===== config.mk =====
export PLATFORM = sky130hd
export DESIGN_NAME = klotski_order_check
export DESIGN_NICKNAME = d
export VERILOG_FILES = /design/src/rtl/klotski_order_check.sv
export SDC_FILE = /design/constraint.sdc
export NUM_CORES = 1
export LEC_CHECK = 0
export BUFFER_PORTS_ARGS = -buffer_cell sky130_fd_sc_hd__buf_2
export CAP_MARGIN = 20
export CORE_ASPECT_RATIO = 2
export CORE_MARGIN = 2
export CORE_UTILIZATION = 50
export DETAILED_ROUTE_END_ITERATION = 6
export PLACE_DENSITY = 0.71
export SLEW_MARGIN = 30
export SYNTH_ARGS = -nofsm -noshare
export SYNTH_HDL_FRONTEND = slang
export SYNTH_SLANG_ARGS = --single-unit

===== constraint.sdc =====
create_clock -name i_clk -period 6.9 [get_ports i_clk]
set_clock_uncertainty 0.05 [all_clocks]
set_input_delay 0.69 -clock i_clk [delete_from_list [all_inputs] [get_ports i_clk]]
set_output_delay 0.69 -clock i_clk [all_outputs]
set_load 0.03 [all_outputs]

===== src/rtl/klotski_order_check.sv =====
// Serially scans a 4x4 board order, checks that it is a permutation and counts inversions.
// Results: position per tile, blank position, inversion count and 15-puzzle solvability.
module klotski_order_check (
    input  logic        i_clk,
    input  logic        i_rst_n,
    input  logic        i_start,
    input  logic [63:0] i_order,
    output logic        o_busy,
    output logic        o_done,
    output logic        o_valid_perm,
    output logic        o_solvable,
    output logic [3:0]  o_blank_pos,
    output logic [6:0]  o_inv_count,
    output logic [63:0] o_position
);

    typedef enum logic [1:0] {StIdle, StScan, StEval, StDone} state_e;

    state_e      state_q;
    logic [63:0] shreg_q;
    logic [3:0]  cnt_q;
    logic [15:0] seen_q;
    logic [6:0]  inv_q;
    logic        dup_q;
    logic [63:0] map_q;
    logic [3:0]  blank_q;

    logic        busy_q;
    logic        done_q;
    logic        valid_q;
    logic        solv_q;
    logic [3:0]  blank_out_q;
    logic [6:0]  inv_out_q;
    logic [63:0] pos_out_q;

    logic [3:0]  tile;
    logic [15:0] greater_mask;
    logic [15:0] greater_seen;
    logic [3:0]  gt_cnt;
    logic [5:0]  map_lsb;
    logic        eval_valid;

    // Tiles above t occupy bits t+1..15; bit 0 (the blank) can never fall in that range.
    always_comb begin
        tile         = shreg_q[63:60];
        greater_mask = 16'hFFFE << tile;
        greater_seen = seen_q & greater_mask;
        gt_cnt       = 4'd0;
        for (int i = 0; i < 16; i++) begin
            gt_cnt = gt_cnt + {3'b000, greater_seen[i]};
        end
        // Tile t sits at nibble 15-t of the map, i.e. LSB index 4*(~t).
        map_lsb    = {~tile, 2'b00};
        eval_valid = ~dup_q & (&seen_q);
    end

    always_ff @(posedge i_clk or negedge i_rst_n) begin
        if (!i_rst_n) begin
            state_q     <= StIdle;
            shreg_q     <= '0;
            cnt_q       <= '0;
            seen_q      <= '0;
            inv_q       <= '0;
            dup_q       <= 1'b0;
            map_q       <= '0;
            blank_q     <= '0;
            busy_q      <= 1'b0;
            done_q      <= 1'b0;
            valid_q     <= 1'b0;
            solv_q      <= 1'b0;
            blank_out_q <= '0;
            inv_out_q   <= '0;
            pos_out_q   <= '0;
        end else begin
            unique case (state_q)
                StIdle: begin
                    if (i_start) begin
                        shreg_q     <= i_order;
                        cnt_q       <= '0;
                        seen_q      <= '0;
                        inv_q       <= '0;
                        dup_q       <= 1'b0;
                        map_q       <= '0;
                        blank_q     <= '0;
                        busy_q      <= 1'b1;
                        valid_q     <= 1'b0;
                        solv_q      <= 1'b0;
                        blank_out_q <= '0;
                        inv_out_q   <= '0;
                        pos_out_q   <= '0;
                        state_q     <= StScan;
                    end
                end
                StScan: begin
                    if (seen_q[tile]) begin
                        dup_q <= 1'b1;
                    end else begin
                        seen_q[tile]         <= 1'b1;
                        map_q[map_lsb +: 4]  <= cnt_q;
                        if (tile == 4'd0) begin
                            blank_q <= cnt_q;
                        end
                    end
                    if (tile != 4'd0) begin
                        inv_q <= inv_q + {3'b000, gt_cnt};
                    end
                    shreg_q <= {shreg_q[59:0], 4'h0};
                    cnt_q   <= cnt_q + 4'd1;
                    if (cnt_q == 4'd15) begin
                        state_q <= StEval;
                    end
                end
                StEval: begin
                    valid_q     <= eval_valid;
                    solv_q      <= eval_valid & (inv_q[0] ^ blank_q[2]);
                    blank_out_q <= blank_q;
                    inv_out_q   <= inv_q;
                    pos_out_q   <= map_q;
                    busy_q      <= 1'b0;
                    done_q      <= 1'b1;
                    state_q     <= StDone;
                end
                StDone: begin
                    done_q  <= 1'b0;
                    state_q <= StIdle;
                end
                default: state_q <= StIdle;
            endcase
        end
    end

    assign o_busy       = busy_q;
    assign o_done       = done_q;
    assign o_valid_perm = valid_q;
    assign o_solvable   = solv_q;
    assign o_blank_pos  = blank_out_q;
    assign o_inv_count  = inv_out_q;
    assign o_position   = pos_out_q;

endmodule


== After elaboration in Yosys (flattened, before gate mapping) ==
Index checks and enable logic that the tools add are counted.

* Register bits after elaboration: 241
* Output and inout port bits: 79
* Word-level logic and storage cells: 105

* Add/subtract/negate cells: 18
* $lt $le $gt $ge: 2
* Eq/ne operators: 10
* Shift operators: 3
* Mux-type cells: 35
* Bitwise logic cells: 7
* Reduce and logical (&&, ||, !) cells: 15

{| class="wikitable"
|+ Operator list
! operator !! number
|-
| $pmux 64 s2 || 3
|-
| $mux 64 || 3
|-
| $bwmux 64 || 1
|-
| $shift 4x8->64 const A || 1
|-
| $shiftx 4x8->64 || 1
|-
| $add 4x1->4 || 12
|-
| $mux 16 || 2
|-
| $pmux 16 s2 || 1
|-
| $pmux 7 s2 || 2
|-
| $pmux 4 s2 || 3
|-
| $and 16x16->16 || 1
|-
| $or 16x16->16 || 1
|-
| $reduce_and 16->1 || 1
|-
| $shl 16x4->16 const A || 1
|-
| $mux 7 || 2
|-
| $mux 4 || 3
|-
| $ne 2x2->1 const B || 6
|-
| $pmux 1 s2 || 5
|-
| $reduce_and 3->1 || 3
|-
| $neg 6->8 || 1
|-
| $pmux 2 s4 || 1
|-
| $add 7x4->7 || 1
|-
| $reduce_and 2->1 || 3
|-
| $reduce_bool 2->1 || 3
|-
| 22 further kinds || 29
|}

== Depth between registers and ports, before layout ==
Gate-level depths: netlist of the first run.

* Word-level depth: 20
* Depth in mapped cells: 21

== Worst setup path after synthesis of the first run ==
No wires, ideal clock.

* Path type: register to register
* Start point: reg shreg_q[61]
* End point: reg inv_q[4]
* Setup time: 137 ps
* Arrival: 5053 ps
* Data required time: 6713 ps
* Slack: 1660 ps
* Stages on the path, launching flop included: 19
* Cells stage by stage: dfrtp_1 -> buf_2 -> inv_1 -> ha_1 -> inv_1 -> o21ai_0 -> nand2_1 -> fa_1 -> fa_1 -> fa_1 -> fa_1 -> inv_1 -> ha_1 -> fa_1 -> fa_1 -> a21o_1 -> a21oi_1 -> or3_1 -> a21oi_1

* Longest elaborated chain between the ends: 20
* Elaborated cells on any way between the ends: 23
* Those cells by class: add/sub (16); eq/ne (1); shift (1); mux (2); bitwise (1); reduce/logical (2)

{| class="wikitable"
|+ Ends and longest elaborated chain
! what !! RTL line !! source
|-
| start: declaration || 20 || <nowiki>logic [63:0] shreg_q;</nowiki>
|-
| start signal: assignment || 78 || <nowiki>shreg_q <= i_order;</nowiki>
|-
| start signal: assignment || 107 || <nowiki>shreg_q <= {shreg_q[59:0], 4'h0};</nowiki>
|-
| $shl 16x4->16 || 46 || <nowiki>greater_mask = 16'hFFFE << tile;</nowiki>
|-
| $and 16x16->16 || 47 || <nowiki>greater_seen = seen_q & greater_mask;</nowiki>
|-
| $add 1x1->2 || 50 || <nowiki>gt_cnt = gt_cnt + {3'b000, greater_seen[i]};</nowiki>
|-
| $add 2x1->3 || 50 ||
|-
| $add 3x1->4 || 50 ||
|-
| $add 4x1->4 (12 in a row) || 50 ||
|-
| $add 7x4->7 || 105 || <nowiki>inv_q <= inv_q + {3'b000, gt_cnt};</nowiki>
|-
| $mux 7 || 104 || <nowiki>if (tile != 4'd0) begin</nowiki>
|-
| $pmux 7 s2 || 75 || <nowiki>unique case (state_q)</nowiki>
|-
| end signal: assignment || 105 ||
|-
| end: declaration || 23 || <nowiki>logic [6:0] inv_q;</nowiki>
|}

Parallel ways exist; a longest one is shown, timed or not. The select of a mux whose other input is x is not followed.
A chain may end at the register's enable or synchronous reset.

== Worst setup path after layout of the first run ==
* Start point: reg shreg_q[60]
* End point: reg inv_q[4]

Same word-level chain as after synthesis.

==> results of run 1 <==
-- synth_stat cells, types with 17 or more instances --
cell type  instances
nand2_1          124
ha_1              23
buf_2             17
dfrtp_1          241
o21ai_0           91
mux2i_1           69
nand3_1           24
clkbuf_1          38
a22o_1            87
nor2_1            25
inv_1             28
and3_1            22
-- per-layer routing --
layer  global-route usage  vias to the layer above  share of wire
met5                    0                        -              0
met4                0.133                        0          0.055
met3               0.0304                       94          0.039
met2                0.430                      265           0.54
met1                0.293                     4117           0.37
li1                     -                     3911              -
-- worst reg2reg max path: stages (launching register included) --
cell and delay [ps]:
dfrtp_1 360, buf_4 190, inv_1 210, ha_1 350, inv_1 240, o21ai_0 220, nand2_1 90, fa_1 510
fa_1 460, fa_1 530, fa_1 550, inv_1 40, ha_1 220, fa_1 490, fa_1 450, a21o_1 210
a21oi_1 260, o21ai_0 160, a21oi_1 140
-- worst max-delay path by stage --
stage,from,endpoint,slack (ps),depth (start not counted)
after floorplan,shreg_q[61],inv_q[4],1660,18
after global placement,shreg_q[60],inv_q[4],1270,18
after detailed placement,shreg_q[60],inv_q[4],1150,18
after CTS,shreg_q[60],inv_q[4],1120,18
after global routing,shreg_q[60],inv_q[4],780,18
final,shreg_q[60],inv_q[4],1090,18
-- power breakdown --
part / total (µW) / switching, µW / internal (µW) / leakage [µW]
registers: 2020 / 282 / 1740 / 0.00325
clock network: 1250 / 534 / 720 / 0.000363
logic: 2330 / 1580 / 753 / 0.00266
total: 5600 / 2390 / 3210 / 0.00627
-- registers in the layout (all words and copies together), names as in the netlist --
| name | cells |
|---|---|
| shreg_q | 64 |
| map_q | 64 |
| blank_q | 4 |
| o_busy | 1 |
| cnt_q | 4 |
| o_blank_pos | 4 |
| dup_q | 1 |
| o_done | 1 |
| o_position | 64 |
| o_solvable | 1 |
| inv_q | 7 |
| seen_q | 16 |
| o_inv_count | 7 |
| o_valid_perm | 1 |
| state_q | 2 |
-- final cells by class --
cell class	instances	area (µm²)
fill	1856	9170
sequential	241	6030
multi-input combinational	666	4810
timing repair buffer	157	858
clock buffer	33	683
tap	276	345
inverter	29	109
clock inverter	5	52.6
-- kinds of logic after synthesis --
group                      Yosys count
adders and majority gates           33
DFF                                241
and+or+nand+nor                    264
xor gates and xnor gates             7
buffers and inverters              103
muxes                               71
AOI/OAI and AO/OA                  291
-- layout by cell type, fill, tap and decap left out, drive strengths merged, types with 6 or more instances in the layout --
cell type and n:
a21oi 16, nand2b 11, o2bb2ai 16, nor2b 6
a221o 16, mux2i 69, ha 23, nand2 124
a22o 87, o21ai 91, o22ai 8, a32o 16
buf 157, nand3 25, inv 28, clkbuf 33
nor3 7, a21o 7, and2 9, nand4 13
fa 10, dfrtp 241, nor2 26, o2111ai 6
and3 22
-- metrics by stage --
step | hold slack [ps] | worst slack, ps | total power, µW
global route | 29.4 | 780 | 6010
CTS | 224 | 1120 | 5640
detailed placement | 417 | 1150 | 4380
finish | 9.66 | 1090 | 5600
floorplan | 344 | 1660 | 3730
global placement | 407 | 1270 | 4330
==> reports/metrics.yaml, run 1 <==
final_layout:
  areaGrowthSynthToFinish_pct: 14.6
  design.final.nets: 1217
  antennaDiodeCount: 0
  finish.instance_area_um2: 12900
  drive_above_1_share: 0.190
  layoutNonFillerInstCount: 1407
  final_core_utilization: 0.584
worst_hold_path:
  min-delay-path-class: "in2async"
detailed_routing:
  vias_after_detailed_routing: 8387
  postRouteAntennaNets: 0
  avgRoutedWirePerCell_um: 20.3
  vias_per_cell: 5.96
  drc_violations: 0
  first_iter_violations: 489
  number_of_iterations_in_the_first_detailed_routing_pass: 5
  routed_wl_um: 28600
die:
  initial_cell_density_of_the_core: 0.510
  io_pins: 146
  floorplan.die.width_um: 110
  die_height_um: 216
  count_of_standard_cell_rows: 77
  die_area_um2: 23800
  core_area_um2: 22100
yosys:
  synth_top_family_by_area: "compound AO/OA/AOI/OAI gates"
  syn-mean-instance-area_um2: 11.1
  muxShareOfSynthArea: 0.0634
  ys_seq_elements: 241
  post-synth-top-area-fraction: 0.536
  ys_seq_area_frac: 0.536
  post_synth_and_or_nand_nor_area_fraction: 0.115
  synth-edff-count: 0
  synth_xor_area_frac: 0.00545
  synth_area_um2: 11200
  synth_async_sr_flop_share: 1.00
  synth_compound_gate_area_share: 0.197
  area_contributors_post_synth: "dfrtp_1 54%, a22o_1 6.8%, mux2i_1 6.1%"
  synthDominantAreaCellType: "dfrtp_1"
  synth-main-ff-cell: "dfrtp_1"
  fraction_of_the_mapped_netlist_area_in_adder_cells: 0.0434
  yosysUniqueCellTypes: 66
  postSynthCellCount: 1010
  syn-num-nets: 1110
  yosysWarnings: 0
clock_network:
  cts_max_level: 1
  cts-root-to-sink-buffers: 3
  ctsResizeCount: 0
  cts_hold_repair.buffers: 0
  clock-root-buffer: "clkbuf_16"
  post_cts_setup_inserts: 0
  tritoncts_num_sinks: 241
  cts-buffers-inserted: 22
  clkLatencyLatePin_ps: 520
  clock_tree_from_tritoncts: "built"
  clock_pin_slew_reported_for_the_worst_setup_and_hold_paths_after_clock_tree_synthesis_ps: 70
worst_setup_path:
  critPathLaunchType: "register"
  worstPathCellList: "buf_4 -> inv_1 -> ha_1 -> inv_1 -> o21ai_0 -> nand2_1 -> fa_1 -> fa_1 -> fa_1 -> fa_1 -> inv_1 -> ha_1 -> fa_1 -> fa_1 -> a21o_1 -> a21oi_1 -> o21ai_0 -> a21oi_1"
  timing.critical_path.buf_inv: 4
  worst_ep_required_time_ps: 7290
  critical_path.top_delay_family: "adder cells"
  timing.rr.start: "shreg_q[60]"
  crit_path_max_fanout: 16
  reg2reg_setup_slack_ps: 1090
  rr_endpoint: "inv_q[4]"
  slowest_cell_delay_on_critical_path_ps: 550
  r2r.worst_path.cells: 18
  setup.worst_path.class: "reg2reg"
  setup.worst_path.end_class: "register"
  worst_path_most_repeated_cell: "fa_1"
  timing.critical_path.arrival_ps: 6200
  crit_slowest_cell: "fa_1"
placed_design:
  buffer_ports.inserted: 145
  placement.cell_area_um2: 12100
  dpl.cell_count: 1368
  gp_routability_congestion: 0.936
  dp.final_hpwl_um: 20100
sta:
  drv_slew: 0
  timing.final.crit_share: 0.842
  report.final.setup_viol: 0
  tightest_slew_ps: 871
  setup_tns_ps: 0
  rsz0062_at_grt: "false"
  fmax_mhz: 172
  max_slew_margin: 0.419
  final_hold_viol_count: 0
  post-route-min-period_ps: 5810
global_routing:
  grt_antenna_before_repair: 0
  wire_length_of_the_first_global_routing_pass_um: 46100
  grt_remaining_overflow: 0
  largest_net_degree_at_the_start_of_global_routing: 124
  gr-usage-all-layers: 0.249
  grt_pass1_vias: 8561
power:
  leakage_uw: 0.00627
  pwr_density_cell_nw_per_um2: 435
  vdd_drop_max_uv: 383
flow_run:
  max_cap_violations: 0
status:
  status: "finished, final reports clean"
(Power assumes the default switching activity.)
==> run 2: changes to the inputs <==
- PLACE_DENSITY: 0.71 -> 0.73
- clock period: 6.9 -> 4.7 ns (I/O delays scaled with it)
==> run 2 against run 1 <==
Compared with the run above:
- the flow now finishes with violations (negative setup slack)
- global-route usage grew 0.74 points
- largest power group unchanged
- clock power increased by 38%
- sequential power up 45%
- register-to-register slack got worse by 1200 ps
- routed wire length rose by 3.0%
- highest routed layer unchanged
- critical path type unchanged
- cell count up 2.1%
==> reports/metrics.yaml, run 2 (synthesis results as in run 1) <==
sta:
  rsz0062_at_grt: "true"  # was false
  worst_slack_ps: -135  # was 1090 ps
  drv_slew: 0  # unchanged
  report.final.setup_viol: 4  # was 0
  fmax_mhz: 207  # was 172 MHz
  max_slew_margin: 0.342  # was 0.419
  timing.final.crit_share: 1.03  # was 0.842
  tightest_slew_ps: 988  # was 871 ps
  post-route-min-period_ps: 4830  # was 5810 ps
  setup_tns_ps: -406  # was 0 ps
  final_hold_viol_count: 0  # unchanged
clock_network:
  cts-buffers-inserted: 22  # unchanged
  cts-root-to-sink-buffers: 3  # unchanged
  tritoncts_num_sinks: 241  # unchanged
  clock-root-buffer: "clkbuf_16"  # unchanged
  clock_pin_slew_reported_for_the_worst_setup_and_hold_paths_after_clock_tree_synthesis_ps: 70  # about the same
  clkLatencyLatePin_ps: 530  # was 520 ps
  cts_max_level: 1  # unchanged
  clock_tree_from_tritoncts: "built"  # unchanged
status:
  status: "finished with violations"  # was finished, final reports clean
  violations: "negative setup slack"
power:
  design_power_total_uw: 8360  # was 5600 µW
  vdd_drop_max_uv: 428  # was 383 µV
  leakage_uw: 0.00637  # was 0.00627 µW
  pwr_density_cell_nw_per_um2: 636  # was 435 nW/µm²
detailed_routing:
  routed_wl_um: 29400  # was 28,600 µm
  number_of_iterations_in_the_first_detailed_routing_pass: 5  # unchanged
  drc_violations: 0  # unchanged
  postRouteAntennaNets: 0  # unchanged
  avgRoutedWirePerCell_um: 20.5  # was 20.3 µm
  first_iter_violations: 518  # was 489
  vias_after_detailed_routing: 8400  # was 8,387
  vias_per_cell: 5.85  # was 5.96
worst_setup_path:
  setup.worst_path.end_class: "register"  # unchanged
  worstPathCellList: "inv_2 -> ha_4 -> inv_2 -> a21o_1 -> fa_1 -> fa_1 -> fa_1 -> fa_1 -> inv_1 -> ha_2 -> fa_2 -> fa_2 -> a21o_1 -> a21oi_2 -> or3_1 -> a21oi_1"  # was buf_4 -> inv_1 -> ha_1 -> inv_1 -> o21ai_0 -> nand2_1 -> fa_1 -> fa_1 -> fa_1 -> fa_1 -> inv_1 -> ha_1 -> fa_1 -> fa_1 -> a21o_1 -> a21oi_1 -> o21ai_0 -> a21oi_1
  timing.critical_path.buf_inv: 3  # was 4
  slowest_cell_delay_on_critical_path_ps: 600  # was 550 ps
  critical_path.top_delay_family: "adder cells"  # unchanged
  worst_path_most_repeated_cell: "fa_1"  # unchanged
  critPathLaunchType: "register"  # unchanged
  crit_slowest_cell: "fa_2"  # was fa_1
  setup.worst_path.class: "reg2reg"  # unchanged
  timing.critical_path.arrival_ps: 5230  # was 6200 ps
  crit_path_max_fanout: 4  # was 16
  worst_ep_required_time_ps: 5090  # was 7290 ps
final_layout:
  antennaDiodeCount: 0  # unchanged
  drive_above_1_share: 0.228  # was 0.190
  design.final.nets: 1246  # was 1,217
  layoutNonFillerInstCount: 1437  # was 1,407
  layout.cells.most_common_list: "240 x dfrtp_1, 144 x buf_2, 123 x nand2_1"  # was 241 x dfrtp_1, 144 x buf_2, 124 x nand2_1
  mostFrequentLayoutCell: "dfrtp_1"  # unchanged
  finish.instance_area_um2: 13100  # was 12,900 µm²
  areaGrowthSynthToFinish_pct: 16.8  # was 14.6%
global_routing:
  wire_length_of_the_first_global_routing_pass_um: 47000  # was 46,100 µm
  grt_antenna_before_repair: 0  # unchanged
  gr-usage-all-layers: 0.256  # was 0.249
  grt_remaining_overflow: 0  # unchanged
  grt_pass1_vias: 8729  # was 8,561
  largest_net_degree_at_the_start_of_global_routing: 124  # unchanged
placed_design:
  dp.final_hpwl_um: 20900  # was 20,100 µm
  dpl.cell_count: 1396  # was 1,368
  buffer_ports.inserted: 145  # unchanged
  placement.cell_area_um2: 12400  # was 12,100 µm²
  gp_routability_congestion: 0.946  # was 0.936
die:
  die_area_um2: 23800  # unchanged
  initial_cell_density_of_the_core: 0.510  # unchanged
  die_height_um: 216  # unchanged
  core_area_um2: 22100  # unchanged
  floorplan.die.width_um: 110  # unchanged
  io_pins: 146  # unchanged
  count_of_standard_cell_rows: 77  # unchanged
worst_hold_path:
  min-delay-path-class: "in2reg"  # was in2async
flow_run:
  max_cap_violations: 0  # unchanged
[run 2: cell types whose count changed in the layout (fill, tap and decap cells not counted), sizes merged]
cell         previous run  this run
bufinv                  1         0
buf                   157       185
clkinv                  4        14
inv                    28        29
dlygate4sd3             0         1
clkbuf                 33        24
[run 2: worst reg2reg max path: stages (launching register included)]
cell and delay (ps):
dfrtp_1 410, inv_2 130, ha_4 170, inv_2 30, a21o_1 180, fa_1 560, fa_1 440, fa_1 500
fa_1 500, inv_1 40, ha_2 190, fa_2 600, fa_2 230, a21o_1 130, a21oi_2 70, or3_1 370
a21oi_1 140
[run 2: path summary, 6_finish.rpt]
check	from	endpoint	slack, ps	depth (start not counted)
min reg2reg	o_valid_perm	o_valid_perm	420	2
max in group asynchronous	i_rst_n	blank_q[1]	2910	3
min	i_order[0]	shreg_q[0]	130	3
max	shreg_q[60]	inv_q[4]	-130	16
min in group asynchronous	i_rst_n	seen_q[10]	540	2
max reg2reg	shreg_q[60]	inv_q[4]	-130	16
[run 2: routing by layer]
layer | wire length (µm) | up-vias | track usage | share of wire
li1 | - | 3961 | - | -
met1 | 10800 | 4118 | 0.292 | 0.37
met2 | 15900 | 237 | 0.452 | 0.54
met3 | 1120 | 84 | 0.0358 | 0.038
met4 | 1560 | 0 | 0.133 | 0.053
met5 | 0 | - | 0 | 0
[run 2: stage by stage]
step | utilization | setup WS, ps | hold WS (ps)
3_5_place_dp | 0.562 | -230 | 412
4_1_cts | 0.594 | -180 | 120
6_report | 0.595 | -135 | 128
3_3_place_gp | 0.561 | -143 | 407
2_1_floorplan | - | -120 | 124
5_1_grt | 0.595 | -321 | 148
[run 2: what timing repair did]
item	4_1_cts	5_1_grt
buffers inserted	2	0
hold endpoints to repair	32	0
setup endpoints to repair	5	5
pin swaps	8	6
hold buffers	1	0
gates resized for setup	7	5
[run 2: report_power, final]
| part | leakage [µW] | internal, µW | switching, µW | total, µW |
|---|---|---|---|---|
| clock network | 0.000339 | 890 | 828 | 1720 |
| logic | 0.00279 | 1270 | 2430 | 3710 |
| registers | 0.00324 | 2550 | 378 | 2930 |
| total | 0.00637 | 4720 | 3640 | 8360 |
[run 2: cell type report]
class                      instances  area, µm²
fill                            1887       8930
multi-input combinational        666       4910
inverter                          29        114
sequential                       241       6030
tap                              276        345
clock buffer                      24        568
timing repair buffer             186       1060
clock inverter                    15        108
==> run 3: changes to the inputs <==
- CTS_CLUSTER_SIZE: default -> 30
- MAX_ROUTING_LAYER: default -> met4
==> run 3 against run 2 <==
Compared with the run above:
- the flow still finishes with violations (negative setup slack)
- fmax down 0.97%
- routed wire length down 1.4%
- hold slack better by 18 ps
- clock power up 6%
==> reports/metrics.yaml, run 3 (synthesis results as in run 1) <==
status:
  violations: "negative setup slack"  # unchanged
  status: "finished with violations"  # unchanged
clock_network:
  cts_max_level: 1  # unchanged
  clock-root-buffer: "clkbuf_16"  # unchanged
  tritoncts_num_sinks: 241  # unchanged
  cts-root-to-sink-buffers: 3  # unchanged
  clock_tree_from_tritoncts: "built"  # unchanged
  cts-buffers-inserted: 22  # unchanged
  clock_pin_slew_reported_for_the_worst_setup_and_hold_paths_after_clock_tree_synthesis_ps: 60  # was 70 ps
  clkLatencyLatePin_ps: 520  # was 530 ps
worst_setup_path:
  rr_endpoint: "inv_q[5]"  # was inv_q[4]
  crit_path_max_fanout: 4  # unchanged
  worstSetupEndpoint: "inv_q[5]"  # was inv_q[4]
  setup.worst_path.class: "reg2reg"  # unchanged
  timing.critical_path.buf_inv: 3  # unchanged
  worstPathCellList: "inv_2 -> ha_4 -> inv_2 -> o21ai_2 -> nand2_1 -> fa_1 -> fa_1 -> fa_1 -> fa_1 -> inv_1 -> ha_2 -> fa_2 -> ha_4 -> a21o_1 -> a21o_1 -> a21oi_1 -> or3_1 -> a21oi_2"  # was inv_2 -> ha_4 -> inv_2 -> a21o_1 -> fa_1 -> fa_1 -> fa_1 -> fa_1 -> inv_1 -> ha_2 -> fa_2 -> fa_2 -> a21o_1 -> a21oi_2 -> or3_1 -> a21oi_1
  worst_ep_required_time_ps: 5090  # about the same
  reg2reg_setup_slack_ps: -180  # was -130 ps
  critPathLaunchType: "register"  # unchanged
  timing.critical_path.arrival_ps: 5270  # was 5230 ps
  setup.worst_path.end_class: "register"  # unchanged
  timing.rr.start: "shreg_q[60]"  # unchanged
  r2r.worst_path.cells: 18  # was 16
  critical_path_cell_count: 18  # was 16
  critPathLaunch: "shreg_q[60]"  # unchanged
  critical_path.top_delay_family: "adder cells"  # unchanged
  slowest_cell_delay_on_critical_path_ps: 580  # was 600 ps
  worst_path_most_repeated_cell: "fa_1"  # unchanged
  crit_slowest_cell: "fa_1"  # was fa_2
global_routing:
  grt_pass1_vias: 8553  # was 8,729
  gr-usage-all-layers: 0.258  # was 0.256
  grt_antenna_before_repair: 0  # unchanged
  wire_length_of_the_first_global_routing_pass_um: 46400  # was 47,000 µm
  grt_remaining_overflow: 0  # unchanged
  largest_net_degree_at_the_start_of_global_routing: 124  # unchanged
final_layout:
  design.final.nets: 1245  # was 1,246
  finish.instance_area_um2: 13200  # was 13,100 µm²
  layoutNonFillerInstCount: 1436  # was 1,437
  final_core_utilization: 0.598  # was 0.595
  fill_cells: 1848  # was 1,887
  areaGrowthSynthToFinish_pct: 17.2  # was 16.8%
  drive_above_1_share: 0.227  # was 0.228
  antennaDiodeCount: 0  # unchanged
  mostFrequentLayoutCell: "dfrtp_1"  # unchanged
  layout.cells.most_common_list: "240 x dfrtp_1, 144 x buf_2, 123 x nand2_1"  # unchanged
sta:
  drv_slew: 0  # unchanged
  fmax_mhz: 205  # was 207 MHz
  timing.final.crit_share: 1.04  # was 1.03
  fin_worst_hold_slack_ps: 146  # was 128 ps
  rsz0062_at_grt: "true"  # unchanged
  max_slew_margin: 0.463  # was 0.342
  tightest_slew_ps: 806  # was 988 ps
  worst_slack_ps: -182  # was -135 ps
  final_hold_viol_count: 0  # unchanged
  report.final.setup_viol: 4  # unchanged
  post-route-min-period_ps: 4880  # was 4830 ps
placed_design:
  dp.final_hpwl_um: 20600  # was 20,900 µm
  gp_routability_congestion: 0.960  # was 0.946
  placement.cell_area_um2: 12400  # about the same
  buffer_ports.inserted: 145  # unchanged
  dpl.cell_count: 1395  # was 1,396
power:
  sequential_power_share: 0.347  # was 0.351
  vdd_drop_max_uv: 393  # was 428 µV
  swShare: 0.427  # was 0.435
  power.combinational.fraction: 0.437  # was 0.444
  leakage_uw: 0.00640  # was 0.00637 µW
  pwr_density_cell_nw_per_um2: 641  # was 636 nW/µm²
  power_frac_clock: 0.216  # was 0.206
  power_report.internal_total_uw: 4850  # was 4720 µW
  total_switching_power_uw: 3610  # was 3640 µW
die:
  floorplan.die.width_um: 110  # unchanged
  count_of_standard_cell_rows: 77  # unchanged
  core_area_um2: 22100  # unchanged
  die_area_um2: 23800  # unchanged
  io_pins: 146  # unchanged
  initial_cell_density_of_the_core: 0.510  # unchanged
  die_height_um: 216  # unchanged
worst_hold_path:
  min-delay-path-class: "in2reg"  # unchanged
detailed_routing:
  avgRoutedWirePerCell_um: 20.2  # was 20.5 µm
  number_of_iterations_in_the_first_detailed_routing_pass: 6  # was 5
  drc_violations: 0  # unchanged
  postRouteAntennaNets: 0  # unchanged
  routed_wl_um: 29000  # was 29,400 µm
  vias_per_cell: 5.89  # was 5.85
  vias_after_detailed_routing: 8465  # was 8,400
  first_iter_violations: 533  # was 518
flow_run:
  max_cap_violations: 0  # unchanged
-- run 3: what timing repair did --
item / 4_1_cts / 5_1_grt
pin swaps: 9 / 0
endpoints found under the hold margin: 67 / 0
gates resized for setup: 9 / 2
hold buffers: 1 / 0
setup buffers: 2 / 0
setup endpoints to repair: 5 / 5
-- run 3: worst min-delay path by stage --
stage / end / from / cells past startpoint
2_1_floorplan: blank_q[0] / i_rst_n / 0
3_5_place_dp: shreg_q[6] / i_rst_n / 1
6_report: shreg_q[1] / i_order[1] / 3
5_1_grt: shreg_q[0] / i_order[0] / 3
4_1_cts: shreg_q[1] / i_order[1] / 3
3_3_place_gp: o_valid_perm / o_valid_perm / 2
-- run 3: final cells by class --
type / instances / area [µm²] / area share
clock buffer: 30 / 652 / 0.0494
multi-input combinational: 666 / 4900 / 0.371
timing repair buffer: 185 / 1060 / 0.0805
sequential: 241 / 6030 / 0.457
inverter: 29 / 114 / 0.00863
clock inverter: 9 / 86.3 / 0.00655
tap: 276 / 345 / 0.0262
-- run 3: per-layer routing --
metal / part of all wire / up-vias / track usage
met1: 0.37 / 4132 / 0.288
li1: - / 3973 / -
met3: 0.038 / 102 / 0.0247
met5: 0 / - / -
met4: 0.064 / 0 / 0.142
met2: 0.53 / 258 / 0.444
-- run 3: power groups by stage --
stage	Clock [µW]	Combinational [µW]	Sequential [µW]
6_report	1830	3700	2930
5_1_grt	1940	4080	2990
4_1_cts	1860	3710	2930
3_5_place_dp	0	3690	2960
3_3_place_gp	0	3610	2950
2_1_floorplan	0	2610	2930
-- run 3: tightest hold or removal path, stage by stage --
cell	delay (ps)
buf_2	90
nand2_1	50
o21ai_0	60
-- run 3: stage by stage --
step,setup TNS (ps),total power [µW],worst slack (ps)
6_report,-563,8460,-182
5_1_grt,-1420,9010,-367
4_1_cts,-622,8510,-187
3_5_place_dp,-934,6650,-228
3_3_place_gp,-460,6560,-147
2_1_floorplan,-248,5540,-120
